`src/rtl/instruction_fetch.sv`:
```
// rtl/instruction_fetch.sv - Fetch stage: PC, synchronous imem addressing, IF/ID register, stall and redirect
module instruction_fetch #(
    parameter logic [31:0] RESET_PC = 32'h0000_0000,
    parameter int          ADDR_W   = 8
) (
    input  logic              i_clock,
    input  logic              i_reset_n,
    input  logic              i_stall,
    input  logic              i_redirect,
    input  logic [31:0]       i_redirect_pc,
    output logic [ADDR_W-1:0] o_imem_addr,
    input  logic [31:0]       i_imem_rdata,
    output logic [31:0]       o_instr_out,
    output logic [31:0]       o_pc_out,
    output logic              o_instr_valid,
    output logic [31:0]       o_fetch_count
);

    typedef enum logic {S_FILL, S_RUN} state_t;

    state_t      r_state;
    logic [31:0] r_fetch_pc;
    logic [31:0] r_inflight_pc;
    logic [31:0] r_instr;
    logic [31:0] r_pc;
    logic        r_valid;
    logic [31:0] r_count;

    state_t      w_state_nxt;
    logic [31:0] w_fetch_pc_nxt;
    logic [31:0] w_inflight_pc_nxt;
    logic [31:0] w_instr_nxt;
    logic [31:0] w_pc_nxt;
    logic        w_valid_nxt;
    logic [31:0] w_count_nxt;
    logic [31:0] w_target;
    logic [31:0] w_addr_pc;
    logic        w_unused;

    assign w_target = {i_redirect_pc[31:2], 2'b00};

    // While stalled in RUN the memory re-reads the in-flight word so its data is still on rdata at release.
    assign w_addr_pc   = (r_state == S_RUN && i_stall && !i_redirect) ? r_inflight_pc : r_fetch_pc;
    assign o_imem_addr = w_addr_pc[ADDR_W+1:2];
    assign w_unused    = &{1'b0, w_addr_pc[31:ADDR_W+2], w_addr_pc[1:0], i_redirect_pc[1:0]};

    always_comb begin
        w_state_nxt       = r_state;
        w_fetch_pc_nxt    = r_fetch_pc;
        w_inflight_pc_nxt = r_inflight_pc;
        w_instr_nxt       = r_instr;
        w_pc_nxt          = r_pc;
        w_valid_nxt       = r_valid;
        w_count_nxt       = r_count;
        case (r_state)
            S_FILL: begin
                if (i_redirect) begin
                    w_fetch_pc_nxt = w_target;
                end else if (!i_stall) begin
                    w_inflight_pc_nxt = r_fetch_pc;
                    w_fetch_pc_nxt    = r_fetch_pc + 32'd4;
                    w_instr_nxt       = 32'd0;
                    w_valid_nxt       = 1'b0;
                    w_state_nxt       = S_RUN;
                end
            end
            S_RUN: begin
                if (i_redirect) begin
                    w_fetch_pc_nxt = w_target;
                    w_instr_nxt    = 32'd0;
                    w_valid_nxt    = 1'b0;
                    w_state_nxt    = S_FILL;
                end else if (!i_stall) begin
                    w_instr_nxt       = i_imem_rdata;
                    w_pc_nxt          = r_inflight_pc;
                    w_valid_nxt       = 1'b1;
                    w_inflight_pc_nxt = r_fetch_pc;
                    w_fetch_pc_nxt    = r_fetch_pc + 32'd4;
                    w_count_nxt       = r_count + 32'd1;
                end
            end
            default: w_state_nxt = S_FILL;
        endcase
    end

    always_ff @(posedge i_clock or negedge i_reset_n) begin
        if (!i_reset_n) begin
            r_state <= S_FILL;
        end else begin
            r_state <= w_state_nxt;
        end
    end

    always_ff @(posedge i_clock or negedge i_reset_n) begin
        if (!i_reset_n) begin
            r_fetch_pc    <= RESET_PC;
            r_inflight_pc <= RESET_PC;
            r_instr       <= 32'd0;
            r_pc          <= RESET_PC;
            r_valid       <= 1'b0;
            r_count       <= 32'd0;
        end else begin
            r_fetch_pc    <= w_fetch_pc_nxt;
            r_inflight_pc <= w_inflight_pc_nxt;
            r_instr       <= w_instr_nxt;
            r_pc          <= w_pc_nxt;
            r_valid       <= w_valid_nxt;
            r_count       <= w_count_nxt;
        end
    end

    assign o_instr_out   = r_instr;
    assign o_pc_out      = r_pc;
    assign o_instr_valid = r_valid;
    assign o_fetch_count = r_count;

endmodule

```
`config.mk`:
```
export PLATFORM = sky130hd
export DESIGN_NAME = instruction_fetch
export DESIGN_NICKNAME = d
export VERILOG_FILES = /design/src/rtl/instruction_fetch.sv
export SDC_FILE = /design/constraint.sdc
export NUM_CORES = 1
export LEC_CHECK = 0
export BUFFER_PORTS_ARGS = -buffer_cell sky130_fd_sc_hd__buf_2
export CAP_MARGIN = 5
export CORE_ASPECT_RATIO = 0.6
export CORE_MARGIN = 4
export CORE_UTILIZATION = 45
export DETAILED_ROUTE_END_ITERATION = 12
export PLACE_DENSITY = 0.72
export SLEW_MARGIN = 25
export SYNTH_ARGS = -nofsm -noshare
export SYNTH_HDL_FRONTEND = slang
export SYNTH_SLANG_ARGS = --single-unit
export TNS_END_PERCENT = 50
```
`constraint.sdc`:
```
create_clock -name i_clock -period 3 [get_ports i_clock]
set_clock_uncertainty 0.1 [all_clocks]
set_input_delay 0.15 -clock i_clock [delete_from_list [all_inputs] [get_ports i_clock]]
set_output_delay 0.15 -clock i_clock [all_outputs]
set_load 0.01 [all_outputs]
```
==> flow_summary.toml <==
[timing]
tns_ns = 0
min_period_ns = 2.30
relSlewSlack = 0.445
setup_viol = 0
drv_slew = 0
tightest_slew_ns = 0.825
rsz0062_at_grt = "no"
fmax_ghz = 0.434
report.final.hold_viol_count = 0
hold_slack_ns = 0.0456
post-route-period-util = 0.767

[yosys]
synth_cell_type_count = 34
synth_commonest_cells = "156 x sky130_fd_sc_hd__dfrtp_1, 144 x sky130_fd_sc_hd__nand2_1, 39 x sky130_fd_sc_hd__mux2_2"
yosys_warns = 0
ys_top_cells_by_area = "sky130_fd_sc_hd__dfrtp_1 60%, sky130_fd_sc_hd__nand2_1 8.3%, sky130_fd_sc_hd__mux2_2 6.7%, sky130_fd_sc_hd__a22o_1 4.3%, sky130_fd_sc_hd__xnor2_1 4.2%"
synth_area_per_inst_um2 = 11.3
syn-instance-count = 579
synth-edff-count = 0
syn_area_um2 = 6530
post-synth-top-area-cell = "sky130_fd_sc_hd__dfrtp_1"
asyncSetResetFlopFracSynth = 1.00
yosys_register_bits = 156
synth_seq_area_share = 0.598
yosys.cell_count.top_type = "sky130_fd_sc_hd__dfrtp_1"
synth_top_area_frac = 0.598
synth_flop_cell = "sky130_fd_sc_hd__dfrtp_1"

[cts]
cts-root-buf = "sky130_fd_sc_hd__clkbuf_16"
clkLatencyLatePin_ns = 0.41
buffers_inserted_during_post_cts_setup_optimization = 0
tritoncts.num_buffers = 17
clock_sink_count = 156
post_cts.resized_instances = 0
cts.htree.levels = 4
cts_tree = "done"
clk_transition_reported_paths_ns = 0.07
clock_path_buffers = 2

[global_routing]
grt-ovfl-total = 0
antenna_violations_before_repair = 0
grt.busiest_layer = "met2"
first_pass_grt_wire_length_um = 26900
global_route.usage.met3 = 0.0399
met1_usage = 0.287
grt_util_met2 = 0.325
gr-usage-all-layers = 0.204
first_global_vias = 5284
grt_start_max_net_pins = 82

[critical_path]
reg2reg_setup_slack_ns = 0.70
path_cells = "ha_1 -> nand4b_1 -> nor3_2 -> nand3_1 -> xor2_1 -> o21ai_0"
worstPathRequired_ns = 3.18
crit-reg2reg-capture = "r_fetch_pc[28]$_DFFE_PN0N_"
crit_fanout = 10
critPathMaxStageDelay_ns = 0.72
critPathCaptureType = "flop"
r2r_worst_path_depth = 6
r2r-start = "r_fetch_pc[2]$_DFFE_PN0N_"
worst_ep_arrival_time_ns = 2.48
timing_worst_setup_path_type = "flop to flop"
crit_slowest_cell = "sky130_fd_sc_hd__nor3_2"
critPathLaunchType = "flop"

[route]
detailedRoute.firstPassIterationCount = 4
avgRoutedWirePerCell_um = 16.2
detail_route.vias_per_cell = 5.04
num_vias = 5114
detailedRoute.firstIterationViolations = 385
drt.antenna.violating_nets = 0
wirelength_um = 16400
detail_route.drc_violations = 0

[hold_path]
hold_path_depth = 2
holdPathEnd = "r_state$_DFF_PN0_"
timing.hold.worst.class = "input port to flop"
timing.hold.worst.start = "i_stall"

[placement]
port-buffer-count = 168
dp.final_hpwl_um = 10900
place.gp.congestion = 0.821
dpl_cell_area_um2 = 7580

[die]
die_outline_height_um = 101
width_of_the_die_um = 164
floorplan.core_area_um2 = 13900
floorplan.rows = 33
pin_count = 173
fp.dieArea_um2 = 16600
initial_core_util = 0.469

[power]
peak_supply_drop_mv = 0.311
total_power_uw = 5390
static-leakage-power_uw = 0.00443
p_per_area_nw_per_um2 = 614

[job]
maxCapViolations = 0

[final_layout]
num-fill-cells = 1113
final_util = 0.630
num_antenna_cells = 0
final_area_um2 = 8770
multi_input_comb_area_um2 = 2490
layout-area-overhead-vs-synth_pct = 34.3
drive_above_1_share = 0.307
layout.nets = 880
register_area_um2 = 3900

[status]
run_status = "completed"
-- worst max-delay path, delay by kind of cell, from the launching register on --
family | cells | cell delay [ns]
simple gates | 3 | 1.13
xor+xnor | 1 | 0.24
compound gates | 1 | 0.10
flops | 1 | 0.42
fa+ha+maj | 1 | 0.19
-- how the worst max path moves through the flow --
stage / cells past startpoint / startpoint / slack [ns] / to
floorplan: 5 / o_fetch_count[8]$_DFFE_PN0P_ / 1.15 / o_fetch_count[24]$_DFFE_PN0P_
global placement: 6 / r_fetch_pc[2]$_DFFE_PN0N_ / 0.82 / r_fetch_pc[18]$_DFFE_PN0N_
detailed placement: 6 / r_fetch_pc[2]$_DFFE_PN0N_ / 0.74 / r_fetch_pc[16]$_DFFE_PN0N_
CTS: 6 / r_fetch_pc[2]$_DFFE_PN0N_ / 0.72 / r_fetch_pc[28]$_DFFE_PN0N_
global route: 6 / r_fetch_pc[2]$_DFFE_PN0N_ / 0.46 / r_fetch_pc[28]$_DFFE_PN0N_
finish: 6 / r_fetch_pc[2]$_DFFE_PN0N_ / 0.70 / r_fetch_pc[28]$_DFFE_PN0N_
-- final cells by class --
cell class	instances	area share
Tap cell	192	0.0274
Clock buffer	17	0.0485
Clock inverter	15	0.0145
Multi-Input combinational cell	390	0.284
Timing Repair Buffer	239	0.178
Inverter	6	0.00257
Sequential cell	156	0.445
-- power by group --
| part | switching, uW | leakage, uW | total (uW) | internal [uW] |
|---|---|---|---|---|
| Clock | 921 | 0.000268 | 2010 | 1080 |
| Sequential | 197 | 0.00201 | 2570 | 2370 |
| Combinational | 419 | 0.00215 | 815 | 396 |
-- per-layer routing --
layer,part of all wire,up-vias
li1,-,2426
met1,0.46,2507
met2,0.47,155
met3,0.049,26
met4,0.016,0
met5,0,-
-- registers in the layout (all words and copies together) (netlist names) --
name / count
o_fetch_count: 32
o_instr_out: 32
o_instr_valid: 1
o_pc_out: 30
r_fetch_pc: 30
r_inflight_pc: 30
r_state: 1
-- placed cells by master, fill, tap and decap left out, types with 2 or more instances in the layout --
cell | synthesis | layout
sky130_fd_sc_hd__a22o_1 | 32 | 32
sky130_fd_sc_hd__and2_1 | 2 | 2
sky130_fd_sc_hd__and3_1 | 11 | 11
sky130_fd_sc_hd__and4_1 | 2 | 2
sky130_fd_sc_hd__buf_12 | 0 | 2
sky130_fd_sc_hd__buf_2 | 1 | 167
sky130_fd_sc_hd__buf_4 | 3 | 5
sky130_fd_sc_hd__clkbuf_16 | 0 | 17
sky130_fd_sc_hd__clkinv_4 | 0 | 5
sky130_fd_sc_hd__clkinvlp_4 | 0 | 2
sky130_fd_sc_hd__conb_1 | 1 | 2
sky130_fd_sc_hd__dfrtp_1 | 156 | 156
sky130_fd_sc_hd__dlygate4sd3_1 | 0 | 64
sky130_fd_sc_hd__ha_1 | 2 | 2
sky130_fd_sc_hd__inv_1 | 6 | 6
sky130_fd_sc_hd__inv_6 | 0 | 6
sky130_fd_sc_hd__mux2_2 | 39 | 39
sky130_fd_sc_hd__nand2_1 | 144 | 144
sky130_fd_sc_hd__nand3_1 | 30 | 30
sky130_fd_sc_hd__nand4_1 | 13 | 13
sky130_fd_sc_hd__nor2_1 | 8 | 7
sky130_fd_sc_hd__nor3_1 | 2 | 2
sky130_fd_sc_hd__nor4_2 | 2 | 2
sky130_fd_sc_hd__o21ai_0 | 30 | 30
sky130_fd_sc_hd__xnor2_1 | 31 | 31
sky130_fd_sc_hd__xor2_1 | 29 | 29
-- what timing repair did --
action                     4_1_cts  5_1_grt
hold buffers                    64        0
setup endpoints to repair        0        0
hold endpoints to repair       142        0
-- through the flow --
| stage | instances | setup WS (ns) |
|---|---|---|
| 2_1_floorplan | 580 | 1.15 |
| 3_3_place_gp | 919 | 0.818 |
| 3_5_place_dp | 919 | 0.743 |
| 4_1_cts | 1015 | 0.725 |
| 5_1_grt | 1015 | 0.462 |
| 6_report | 1015 | 0.698 |
-- kinds of logic (layout without fill, tap and decap cells) --
family                   count (synthesis)  after routing  share of synthesized area
AND/OR/NAND/NOR                        223            223                      0.160
flip-flops                             156            156                      0.598
AO/OA/AOI/OAI                           63             63                     0.0667
XOR/XNOR                                60             60                     0.0804
multiplexers                            40             40                     0.0688
buffers and inverters                   34            277                     0.0226
adder cells (fa/ha/maj)                  2              2                    0.00383
other                                    1              2                   0.000574
(Power assumes the default switching activity.)
